<file path="src/rtl/execute_commit.sv">
// Execute-to-memory commit stage: evaluates the E instruction's condition code
// against the architectural NZCV register, gates its side effects, updates the
// flags and registers the result into the M stage. Latency: 1 cycle (E -> M).
// Backpressure: StallM freezes the M register and the flags; FlushM (which wins
// over StallM) loads a bubble into M and leaves the flags untouched.
//
// Ports:
//   clk, reset                  clock, synchronous active-high reset
//   StallM, FlushM              hazard-unit hold / squash controls
//   ValidE, CondE, FlagWriteE   E instruction qualifiers
//   ALUFlags                    {N,Z,C,V} produced by the ALU for E
//   RegWriteE..PCSrcE           E-stage control requests
//   ALUResultE, WriteDataE,WA3E E-stage data and destination
//   CondExE                     combinational condition-pass for E
//   FlagsQ                      architectural {N,Z,C,V}
//   *M                          registered M-stage copies
module execute_commit #(
  parameter int WIDTH = 32
) (
  input  logic             clk,
  input  logic             reset,
  input  logic             StallM,
  input  logic             FlushM,
  input  logic             ValidE,
  input  logic [3:0]       CondE,
  input  logic [1:0]       FlagWriteE,
  input  logic [3:0]       ALUFlags,
  input  logic             RegWriteE,
  input  logic             MemWriteE,
  input  logic             MemtoRegE,
  input  logic             PCSrcE,
  input  logic [WIDTH-1:0] ALUResultE,
  input  logic [WIDTH-1:0] WriteDataE,
  input  logic [3:0]       WA3E,
  output logic             CondExE,
  output logic [3:0]       FlagsQ,
  output logic             ValidM,
  output logic             RegWriteM,
  output logic             MemWriteM,
  output logic             MemtoRegM,
  output logic             PCSrcM,
  output logic [WIDTH-1:0] ALUResultM,
  output logic [WIDTH-1:0] WriteDataM,
  output logic [3:0]       WA3M
);

  logic [3:0]       flags_q, flags_d;
  logic             valid_q, valid_d;
  logic             regwrite_q, regwrite_d;
  logic             memwrite_q, memwrite_d;
  logic             memtoreg_q, memtoreg_d;
  logic             pcsrc_q, pcsrc_d;
  logic [WIDTH-1:0] result_q, result_d;
  logic [WIDTH-1:0] wdata_q, wdata_d;
  logic [3:0]       wa3_q, wa3_d;

  logic flag_n, flag_z, flag_c, flag_v;
  logic cond_ex;
  logic go;

  // Condition uses the flags as they stand before this edge; there is no
  // forwarding of ALUFlags, so back-to-back dependents see the registered copy.
  assign {flag_n, flag_z, flag_c, flag_v} = flags_q;

  always_comb begin
    cond_ex = 1'b0;
    case (CondE)
      4'b0000: cond_ex = flag_z;
      4'b0001: cond_ex = ~flag_z;
      4'b0010: cond_ex = flag_c;
      4'b0011: cond_ex = ~flag_c;
      4'b0100: cond_ex = flag_n;
      4'b0101: cond_ex = ~flag_n;
      4'b0110: cond_ex = flag_v;
      4'b0111: cond_ex = ~flag_v;
      4'b1000: cond_ex = flag_c & ~flag_z;
      4'b1001: cond_ex = ~flag_c | flag_z;
      4'b1010: cond_ex = (flag_n == flag_v);
      4'b1011: cond_ex = (flag_n != flag_v);
      4'b1100: cond_ex = ~flag_z & (flag_n == flag_v);
      4'b1101: cond_ex = flag_z | (flag_n != flag_v);
      4'b1110: cond_ex = 1'b1;
      default: cond_ex = 1'b0;
    endcase
  end

  assign go = ValidE & cond_ex;

  always_comb begin
    flags_d    = flags_q;
    valid_d    = valid_q;
    regwrite_d = regwrite_q;
    memwrite_d = memwrite_q;
    memtoreg_d = memtoreg_q;
    pcsrc_d    = pcsrc_q;
    result_d   = result_q;
    wdata_d    = wdata_q;
    wa3_d      = wa3_q;
    if (FlushM) begin
      // Bubble wins over stall; the squashed instruction must not touch flags.
      valid_d    = 1'b0;
      regwrite_d = 1'b0;
      memwrite_d = 1'b0;
      memtoreg_d = 1'b0;
      pcsrc_d    = 1'b0;
      result_d   = '0;
      wdata_d    = '0;
      wa3_d      = '0;
    end else if (!StallM) begin
      // A failed condition still advances as a valid instruction, writes off.
      valid_d    = ValidE;
      regwrite_d = RegWriteE & go;
      memwrite_d = MemWriteE & go;
      memtoreg_d = MemtoRegE;
      pcsrc_d    = PCSrcE & go;
      result_d   = ALUResultE;
      wdata_d    = WriteDataE;
      wa3_d      = WA3E;
      if (go && FlagWriteE[1]) flags_d[3:2] = ALUFlags[3:2];
      if (go && FlagWriteE[0]) flags_d[1:0] = ALUFlags[1:0];
    end
  end

  always_ff @(posedge clk) begin
    if (reset) begin
      flags_q    <= '0;
      valid_q    <= 1'b0;
      regwrite_q <= 1'b0;
      memwrite_q <= 1'b0;
      memtoreg_q <= 1'b0;
      pcsrc_q    <= 1'b0;
      result_q   <= '0;
      wdata_q    <= '0;
      wa3_q      <= '0;
    end else begin
      flags_q    <= flags_d;
      valid_q    <= valid_d;
      regwrite_q <= regwrite_d;
      memwrite_q <= memwrite_d;
      memtoreg_q <= memtoreg_d;
      pcsrc_q    <= pcsrc_d;
      result_q   <= result_d;
      wdata_q    <= wdata_d;
      wa3_q      <= wa3_d;
    end
  end

  assign CondExE    = cond_ex;
  assign FlagsQ     = flags_q;
  assign ValidM     = valid_q;
  assign RegWriteM  = regwrite_q;
  assign MemWriteM  = memwrite_q;
  assign MemtoRegM  = memtoreg_q;
  assign PCSrcM     = pcsrc_q;
  assign ALUResultM = result_q;
  assign WriteDataM = wdata_q;
  assign WA3M       = wa3_q;

endmodule

</file>
<file path="config.mk">
export PLATFORM = sky130hd
export DESIGN_NAME = execute_commit
export DESIGN_NICKNAME = d
export VERILOG_FILES = /design/src/rtl/execute_commit.sv
export SDC_FILE = /design/constraint.sdc
export NUM_CORES = 1
export LEC_CHECK = 0
export CAP_MARGIN = 40
export CELL_PAD_IN_SITES_DETAIL_PLACEMENT = 1
export CELL_PAD_IN_SITES_GLOBAL_PLACEMENT = 1
export CORE_ASPECT_RATIO = 0.7
export CORE_MARGIN = 2
export CORE_UTILIZATION = 48
export DETAILED_ROUTE_END_ITERATION = 6
export DONT_BUFFER_PORTS = 1
export PLACE_DENSITY = 0.85
export SLEW_MARGIN = 30
export SYNTH_ARGS = -nofsm -noshare
export SYNTH_HDL_FRONTEND = slang
export SYNTH_SLANG_ARGS = --single-unit
</file>
<file path="constraint.sdc">
create_clock -name clk -period 5.7 [get_ports clk]
set_input_delay 1.425 -clock clk [delete_from_list [all_inputs] [get_ports clk]]
set_output_delay 1.425 -clock clk [all_outputs]
set_load 0.02 [all_outputs]
</file>
==> impl_metrics.csv, run 1 <==
group,metric,value,unit
finish,design_area,0.00319,mm^2
sta,min_period,4.16,ns
floorplan,io_pins,165,
finish,fin_util,0.520,
clock_network,hold_buffers,0,
global_route,grt_pass1_vias,2109,
sta,holdWs,0.573,ns
setup_path,crit_family,"simple AND/OR/NAND/NOR gates",
sta,hold_violations,0,
detailed_routing,vias,2083,
setup_path,rr_endpoint,"FlagsQ[1]",
finish,drive_gt1_frac,0.0819,
sta,timing.fmax,0.240,GHz
setup_path,cp-start-kind,"input pin",
global_route,grt_usage,0.194,
setup_path,startpoint,"CondE[0]",
sta,drv_slew,0,
finish,stdcell_count,371,
pwr,vdd_drop_max,151,uV
synthesis,ys_seq_area_frac,0.515,
setup_path,crit-reg2reg-launch,"FlagsQ[2]",
sta,slew_headroom,0.513,
placement,post_dp_cell_area,0.00300,mm^2
setup_path,path_buf_inv,1,
setup_path,crit_cells,5,
detailed_routing,dr_wl_met2,3410,um
clock_network,clockBufferDepth,2,
sta,setup_tns,0,ns
setup_path,cp_data_arrival_time,2.74,ns
clock_network,htree_levels,3,
finish,n_antenna_cell,0,
clock_network,clk_latency,0.34,ns
detailed_routing,drtPass1Iterations,4,
synthesis,ys_types,28,
setup_path,slowest_delay,0.52,ns
floorplan,start_util,0.489,
floorplan,die_area,0.00690,mm^2
synthesis,ys_warn_count,0,
setup_path,cp_slowest_cell,"or4b_1",
hold_path,hp-start,"MemWriteM",
outcome,outcome,"completed",
global_route,grt_first_pass_wirelength,10500,um
detailed_routing,drtIter0Drc,59,
finish,nets,375,
synthesis,synth.avg_cell_area,10.2,um^2
synthesis,syn_inst,295,
global_route,grt_max_degree,75,
clock_network,cts_resized,0,
detailed_routing,drc,0,
clock_network,tritoncts,"built",
floorplan,num_rows,24,
floorplan,fp.dieW,98.4,um
placement,dp_hpwl,4840,um
sta,final-setup-viol-count,0,
setup_path,worst-path-max-fanout,12,
synthesis,synth_area,0.00300,mm^2
clock_network,numClockSinks,77,
setup_path,cp-endpoint,"CondExE",
run,cap_violations,0,
clock_network,cts_setup_buffers,0,
synthesis,ys_seq_elements,77,
setup_path,cp_data_required_time,4.28,ns
sta,finalCritPeriodShare,0.730,
sta,skew,0.00825,ns
synthesis,syn-num-nets,382,
floorplan,die_h,70.1,um
clock_network,clockRootBuffer,"clkbuf_8",
finish,area_growth,6.35,%
clock_network,cts-buffers-inserted,9,
sta,tightest_slew,0.731,ns
detailed_routing,via_per_inst,5.61,
detailed_routing,drt_wl_total,6990,um
detailed_routing,ant_nets,0,
setup_path,critical_path_class,"in -> out",
pwr,power.leakage,1.37,nW
placement,port_buffers,0,
setup_path,reg2reg_depth,6,
detailed_routing,top_layer_used,"met4",
clock_network,path_clk_slew,0.07,ns
global_route,grt_overflow,0,
detailed_routing,post_drt_wl_per_cell,18.8,um
hold_path,hp-class,"reg -> reg",
detailed_routing,wl_met1,2760,um
pwr,cellPowerDensity,321,mW/mm^2
setup_path,cp-end-kind,"output port",
placement,place_inst,354,
setup_path,crit_chain,"xor2_1 -> or4b_1 -> a21boi_0 -> buf_4 -> or3_1",
setup_path,reg2reg_slack,3.50,ns
global_route,antenna_found_initial,0,
sta,rsz0062_at_grt,"false",
floorplan,fp.coreArea,0.00613,mm^2
detailed_routing,wl_met3,758,um
placement,place.gp.congestion,0.738,
-- cells by family after synthesis --
kind of cell,share of synthesized area
AO/OA/AOI/OAI,0.0476
buffers and inverters,0.0351
multiplexers,0.237
AND/OR/NAND/NOR,0.154
XOR/XNOR,0.0117
flip-flops,0.515
-- tightest hold or removal path, stage by stage, from the launching register on --
cell and delay (ns):
dfxtp_1 0.38, nand2_1 0.10, a21oi_1 0.05
-- worst min-delay path by stage --
stage	slack, ns	to	cells past startpoint
after floorplan	0.54	MemWriteM	2
after global placement	0.56	MemWriteM	2
after detailed placement	0.57	PCSrcM	2
after CTS	0.58	PCSrcM	2
after global routing	0.60	MemWriteM	2
final	0.57	MemWriteM	2
-- final cells by class --
type,instances,area (um^2)
Fill cell,688,2940
Sequential cell,77,1540
Multi-Input combinational cell,197,1350
Clock buffer,10,128
Tap cell,78,97.6
Clock inverter,6,47.5
Timing Repair Buffer,3,22.5
-- metal layers --
| metal | vias up | GRT usage |
|---|---|---|
| met5 | - | 0 |
| met4 | 0 | 0.0548 |
| met1 | 984 | 0.214 |
| li1 | 990 | - |
| met2 | 100 | 0.333 |
| met3 | 9 | 0.0961 |
-- cells in the mapped netlist --
master,number,share of area
clkbuf_1,16,0.020
a22o_1,1,0.0029
o31ai_1,5,0.013
dfxtp_1,77,0.51
or3_1,1,0.0021
and2b_2,1,0.0029
mux2i_1,71,0.24
o21ai_0,1,0.0017
and3b_2,1,0.0033
or4b_2,2,0.0067
a21boi_0,1,0.0025
buf_6,3,0.011
nand3b_1,2,0.0050
xnor2_1,3,0.0088
a31oi_1,4,0.0084
xor2_1,1,0.0029
nor2_1,72,0.090
a22oi_2,1,0.0042
o311ai_0,3,0.0088
or4b_1,3,0.010
and3_1,4,0.0084
nand2_1,11,0.014
nor2b_1,3,0.0063
and3b_1,1,0.0029
buf_1,1,0.0013
or2_2,1,0.0021
a21oi_1,4,0.0067
buf_4,1,0.0025
-- cell usage in the layout, fill, tap and decap left out, types with 4 or more instances in the layout --
| master | instances |
|---|---|
| a21oi_1 | 4 |
| a31oi_1 | 4 |
| and3_1 | 4 |
| clkbuf_8 | 9 |
| dfxtp_1 | 77 |
| mux2i_1 | 71 |
| nand2_1 | 11 |
| nor2_1 | 72 |
| o31ai_1 | 5 |
-- registers in the layout, indices dropped and copies added (netlist names) --
register	cells
WA3M	4
MemtoRegM	1
ALUResultM	32
PCSrcM	1
RegWriteM	1
ValidM	1
WriteDataM	32
FlagsQ	4
MemWriteM	1
-- power breakdown --
part	switching (mW)	internal [mW]	leakage (nW)	total [mW]
logic	0.0313	0.0344	0.652	0.0656
clock network	0.206	0.161	0.0868	0.367
registers	0.0349	0.555	0.627	0.590
total	0.272	0.751	1.37	1.02
-- metrics by stage --
stage	setup slack, ns	power (mW)
final	1.54	1.02
after global routing	1.50	1.06
after CTS	1.45	1.03
after detailed placement	1.43	0.669
after global placement	1.55	0.664
after floorplan	1.49	0.669
Note: power is estimated with default switching activity, not from simulation.
==> run 2, diff against run 1 <==
Settings changed: CORE_UTILIZATION 48 to 40, PLACE_DENSITY 0.85 to 0.75.
Clock period 5.7 ns to 3.33 ns, I/O delays scaled along.
==> run 2 against run 1 <==
Clock power is 110% higher. Sequential share of layout area shrank 1.2 points. Core utilization decreased by 7.2 points. Final cell count rose by 5.7%. Sequential cell count is the same. Die area up 19%. First-iteration DRC count down 15%. Clock-buffer cell count unchanged. Non-clock buffer count increased by 1. Critical endpoint unchanged. Highest routed layer unchanged.
==> impl_metrics.csv, run 2 (synthesis results as in run 1) <==
group,metric,value,unit
outcome,outcome,"completed",
global_route,grt_max_degree,75,
finish,regArea,0.00154,mm^2
floorplan,fp.dieW,107,um
hold_path,hp-start,"reset",
placement,dpl_worst_slack,0.394,ns
clock_network,numClockSinks,77,
sta,hold_violations,0,
sta,slew_headroom,0.638,
hold_path,whs_endpoint,"FlagsQ[2]",
setup_path,worst-path-max-fanout,5,
detailed_routing,via_per_inst,5.35,
pwr,power,1.89,mW
floorplan,fp.coreArea,0.00729,mm^2
clock_network,path_clk_slew,0.08,ns
sta,rsz0062_at_grt,"false",
floorplan,start_util,0.411,
pwr,p_int,1.44,mW
detailed_routing,drtIter0Drc,50,
sta,finalCritPeriodShare,0.896,
global_route,antenna_found_initial,0,
global_route,grt_use_met3,0.0873,
sta,timing.fmax,0.335,GHz
global_route,grt_use_met1,0.186,
sta,skew,0.00919,ns
finish,layout_commonest_cell,"dfxtp_1",
clock_network,cts_setup_buffers,0,
setup_path,crit-reg2reg-launch,"FlagsQ[0]",
setup_path,reg2reg_depth,6,
pwr,cellPowerDensity,580,mW/mm^2
pwr,p_seq_frac,0.533,
placement,place.gp.congestion,0.801,
finish,nets,376,
detailed_routing,vias,2098,
setup_path,cp-end-kind,"output port",
global_route,grt_overflow,0,
detailed_routing,drtPass1Iterations,4,
run,cap_violations,0,
sta,drv_slew,0,
clock_network,cts_resized,0,
detailed_routing,ant_nets,0,
sta,setup_ws,0.348,ns
clock_network,tritoncts,"built",
finish,layout_common_cells,"dfxtp_1 (77), nor2_1 (72), mux2i_1 (71)",
clock_network,hold_buffers,0,
global_route,busiest_layer,"met2",
pwr,pwr-share-comb,0.060,
floorplan,die_h,76.4,um
hold_path,hold_depth,1,
pwr,p_clk_frac,0.407,
floorplan,die_area,0.00821,mm^2
setup_path,critical_path_class,"reg -> out",
clock_network,clockRootBuffer,"clkbuf_8",
setup_path,cp-start-kind,"flip-flop",
sta,setup_tns,0,ns
sta,min_period,2.98,ns
clock_network,clk_latency,0.33,ns
clock_network,cts-buffers-inserted,9,
finish,area_growth,8.98,%
finish,drive_gt1_frac,0.0850,
clock_network,clockBufferDepth,2,
placement,dp_hpwl,5060,um
global_route,grt_usage,0.171,
sta,final-setup-viol-count,0,
setup_path,cp_data_required_time,2.50,ns
clock_network,htree_levels,3,
floorplan,num_rows,26,
detailed_routing,drt_wl_total,6980,um
setup_path,cp_data_arrival_time,2.15,ns
finish,multi_input_area,0.00135,mm^2
global_route,grt_first_pass_wirelength,11000,um
setup_path,rr_endpoint,"RegWriteM",
finish,fin_util,0.448,
pwr,switching_share,0.241,
finish,n_antenna_cell,0,
finish,fillers,838,
detailed_routing,post_drt_wl_per_cell,17.8,um
setup_path,reg2reg_slack,1.14,ns
finish,stdcell_count,392,
global_route,grt_pass1_vias,2225,
pwr,switchingPower,456,uW
placement,place_inst,376,
pwr,vdd_drop_max,205,uV
global_route,grtUsageMet2,0.291,
placement,port_buffers,0,
hold_path,hp-class,"in -> reg",
sta,tightest_slew,0.543,ns
floorplan,io_pins,165,
detailed_routing,drc,0,
pwr,power.leakage,1.39,nW
-- run 2: changes by cell type in the layout (fill, tap and decap cells not counted), sizes merged --
cell	previous run	this run
clkinv	4	1
buf	2	4
clkbuf	11	10
inv	1	2
bufinv	0	2
-- run 2: power by group through the flow --
stage                     Combinational, mW  Clock [mW]  Sequential, mW
after floorplan                       0.122           0            1.02
after global placement                0.109           0            1.03
after detailed placement              0.116           0            1.03
after CTS                             0.116       0.803            1.01
after global routing                  0.129       0.851            1.01
final                                 0.113       0.772            1.01
-- run 2: worst max path at each step --
stage                    from      end  cells after the start  slack [ns]
floorplan            CondE[0]  CondExE                      6        0.31
global placement     CondE[0]  CondExE                      4        0.48
detailed placement   CondE[0]  CondExE                      4        0.39
CTS                 FlagsQ[0]  CondExE                      4        0.31
global route        FlagsQ[0]  CondExE                      4        0.20
finish              FlagsQ[0]  CondExE                      4        0.35
-- run 2: layout make-up --
type / count / area share
clock inverter: 6 / 0.0287
timing repair buffer: 4 / 0.00920
tap: 98 / 0.0376
clock buffer: 10 / 0.0391
sequential: 77 / 0.472
multi-input combinational: 197 / 0.413
-- run 2: layer usage --
| metal | part of all wire | vias up |
|---|---|---|
| li1 | - | 989 |
| met1 | 0.39 | 997 |
| met2 | 0.48 | 101 |
| met3 | 0.12 | 11 |
| met4 | 0.013 | 0 |
| met5 | 0 | - |
-- run 2: per-stage QoR --
stage	instance area [um^2]	hold slack [ns]
after global routing	3260	0.529
after floorplan	3000	0.541
after global placement	3040	0.561
after detailed placement	3040	0.569
after CTS	3260	0.528
final	3260	0.557
-- run 2: worst max-delay path, cell delays in order, from the launching register on --
cell and delay (ns):
dfxtp_1 0.55, xor2_1 0.15, or4b_1 0.51, a21boi_0 0.32, or3_1 0.29
==> run 3, diff against run 2 <==
Settings changed: ABC_AREA set to 1, CORE_UTILIZATION 40 to 37.
==> run 3 against run 2 <==
Design area grew 2.0%. Sequential power about the same. Critical path depth rose by 5. Die area increased by 6.5%. Largest cell class unchanged.
==> impl_metrics.csv, run 3 <==
group,metric,value,unit
outcome,outcome,"completed",
synthesis,post-synth-top-area-fraction,0.521,
clock_network,path_clk_slew,0.06,ns
global_route,grt_max_degree,75,
setup_path,rr_endpoint,"FlagsQ[0]",
finish,fillers,968,
global_route,grt_use_met1,0.221,
sta,rsz0062_at_grt,"false",
floorplan,start_util,0.379,
placement,place.gp.congestion,0.917,
floorplan,die_area,0.00874,mm^2
detailed_routing,drc,0,
finish,regArea,0.00154,mm^2
setup_path,cp-end-kind,"output port",
hold_path,whs_endpoint,"ALUResultM[11]",
synthesis,synth_area,0.00296,mm^2
placement,port_buffers,0,
detailed_routing,post_drt_wl_per_cell,15.8,um
floorplan,io_pins,165,
clock_network,numClockSinks,77,
sta,hold_violations,0,
sta,drv_slew,0,
global_route,grt_pass1_vias,2556,
clock_network,tritoncts,"built",
synthesis,synth.avg_cell_area,7.22,um^2
run,cap_violations,0,
hold_path,hp-start,"ALUResultM[11]",
setup_path,critical_path_class,"reg -> out",
synthesis,syn-num-nets,497,
finish,multi_input_area,0.00124,mm^2
pwr,vdd_drop_max,313,uV
synthesis,ys_seq_elements,77,
synthesis,yosys.area.top_type,"dfxtp_1",
finish,area_growth,12.5,%
detailed_routing,drtPass1Iterations,4,
synthesis,synth_edf_count,0,
placement,dp_hpwl,5630,um
setup_path,cp_data_required_time,2.50,ns
floorplan,fp.coreArea,0.00780,mm^2
setup_path,cp-start-kind,"flip-flop",
finish,nets,486,
clock_network,cts_resized,0,
detailed_routing,via_per_inst,5.05,
synthesis,synthTopCellsByArea,"dfxtp_1 (52%), nand2_1 (23%), a21oi_1 (13%)",
clock_network,clk_latency,0.32,ns
clock_network,cts-buffers-inserted,9,
hold_path,hp-class,"reg -> reg",
clock_network,htree_levels,3,
hold_path,hold_depth,2,
clock_network,cts_setup_buffers,0,
synthesis,synthFlopType,"dfxtp_1",
pwr,cellPowerDensity,633,mW/mm^2
sta,finalCritPeriodShare,0.764,
setup_path,worst-path-max-fanout,10,
finish,n_antenna_cell,0,
setup_path,reg2reg_depth,13,
sta,min_period,2.54,ns
sta,skew,0.00186,ns
sta,holdWs,0.565,ns
synthesis,syn_inst,410,
finish,layout_common_cells,"nand2_1 (178), dfxtp_1 (77), a21oi_1 (74)",
clock_network,clockRootBuffer,"clkbuf_16",
pwr,power.leakage,1.31,nW
synthesis,ys_types,19,
synthesis,ys_seq_area_frac,0.521,
detailed_routing,drtIter0Drc,112,
sta,setup_tns,0,ns
synthesis,ys_warn_count,0,
sta,slew_headroom,0.583,
detailed_routing,vias,2552,
sta,tightest_slew,0.624,ns
floorplan,num_rows,27,
floorplan,die_h,78.8,um
detailed_routing,ant_nets,0,
detailed_routing,drt_wl_total,7970,um
sta,final-setup-viol-count,0,
global_route,grt_first_pass_wirelength,12800,um
global_route,antenna_found_initial,0,
clock_network,hold_buffers,0,
synthesis,synthArstFlopShare,0,
clock_network,clockBufferDepth,2,
global_route,busiest_layer,"met2",
global_route,grtUsageMet2,0.282,
global_route,grt_overflow,0,
finish,drive_gt1_frac,0.0767,
floorplan,fp.dieW,111,um
setup_path,crit-reg2reg-launch,"FlagsQ[0]",
sta,timing.fmax,0.393,GHz
synthesis,yosysMostFrequentCell,"nand2_1",
finish,layout_commonest_cell,"nand2_1",
synthesis,synthTopCellsByCount,"nand2_1 (179), dfxtp_1 (77), a21oi_1 (74)",
global_route,grt_use_met3,0.0916,
setup_path,cp_data_arrival_time,1.71,ns
global_route,grt_usage,0.182,
setup_path,reg2reg_slack,1.57,ns
run 3: area by class of cell:
class,instances,area share
flip-flops and latches,77,0.463
multi-input cells,286,0.372
clock buffers,10,0.0718
well taps,101,0.0380
inverters,23,0.0259
clock inverters,6,0.0210
repair buffers,2,0.00827
run 3: through the flow:
| step | utilization | power, mW | instance area (um^2) | setup WS [ns] | std cells |
|---|---|---|---|---|---|
| 3_3_place_gp | 0.387 | 1.14 | 3020 | 0.996 | 489 |
| 3_5_place_dp | 0.387 | 1.14 | 3020 | 0.921 | 489 |
| 2_1_floorplan | - | 1.12 | 2960 | 1.06 | 410 |
| 5_1_grt | 0.427 | 2.20 | 3330 | 0.653 | 505 |
| 4_1_cts | 0.427 | 2.14 | 3330 | 0.764 | 505 |
| 6_report | 0.427 | 2.11 | 3330 | 0.786 | 505 |
run 3: metal layers:
layer,wire [um],vias to the layer above
li1,-,1269
met1,3530,1173
met2,3600,100
met3,760,10
met4,80,0
met5,0,-
run 3: cell families (layout without fill, tap and decap cells):
| kind of cell | after synthesis | in the layout | share of synthesized area |
|---|---|---|---|
| AOI/OAI and AO/OA | 75 | 75 | 0.128 |
| DFF | 77 | 77 | 0.521 |
| buffers and inverters | 47 | 41 | 0.0617 |
| and+or+nand+nor | 211 | 211 | 0.290 |
run 3: power breakdown:
group / internal, mW / total, mW / leakage (nW) / switching [mW]
sequential: 0.950 / 1.00 / 0.627 / 0.0548
clock: 0.605 / 0.988 / 0.142 / 0.382
combinational: 0.0372 / 0.116 / 0.538 / 0.0783
run 3: worst max path at each step:
stage,start,endpoint,slack (ns)
5_1_grt,FlagsQ[0],CondExE,0.65
4_1_cts,FlagsQ[0],CondExE,0.76
3_3_place_gp,CondE[0],CondExE,1.0
6_report,FlagsQ[0],CondExE,0.79
2_1_floorplan,CondE[0],CondExE,1.06
3_5_place_dp,CondE[0],CondExE,0.92
run 3: worst max-delay path, cell delays in order, from the launching register on:
cell and delay, ns:
dfxtp_1 0.51, inv_1 0.15, nand2_1 0.11, nand2_1 0.08, nand2_1 0.08, nand2_1 0.07, nand2_1 0.06, nand2_1 0.06
nor2_2 0.12, nand2_4 0.14
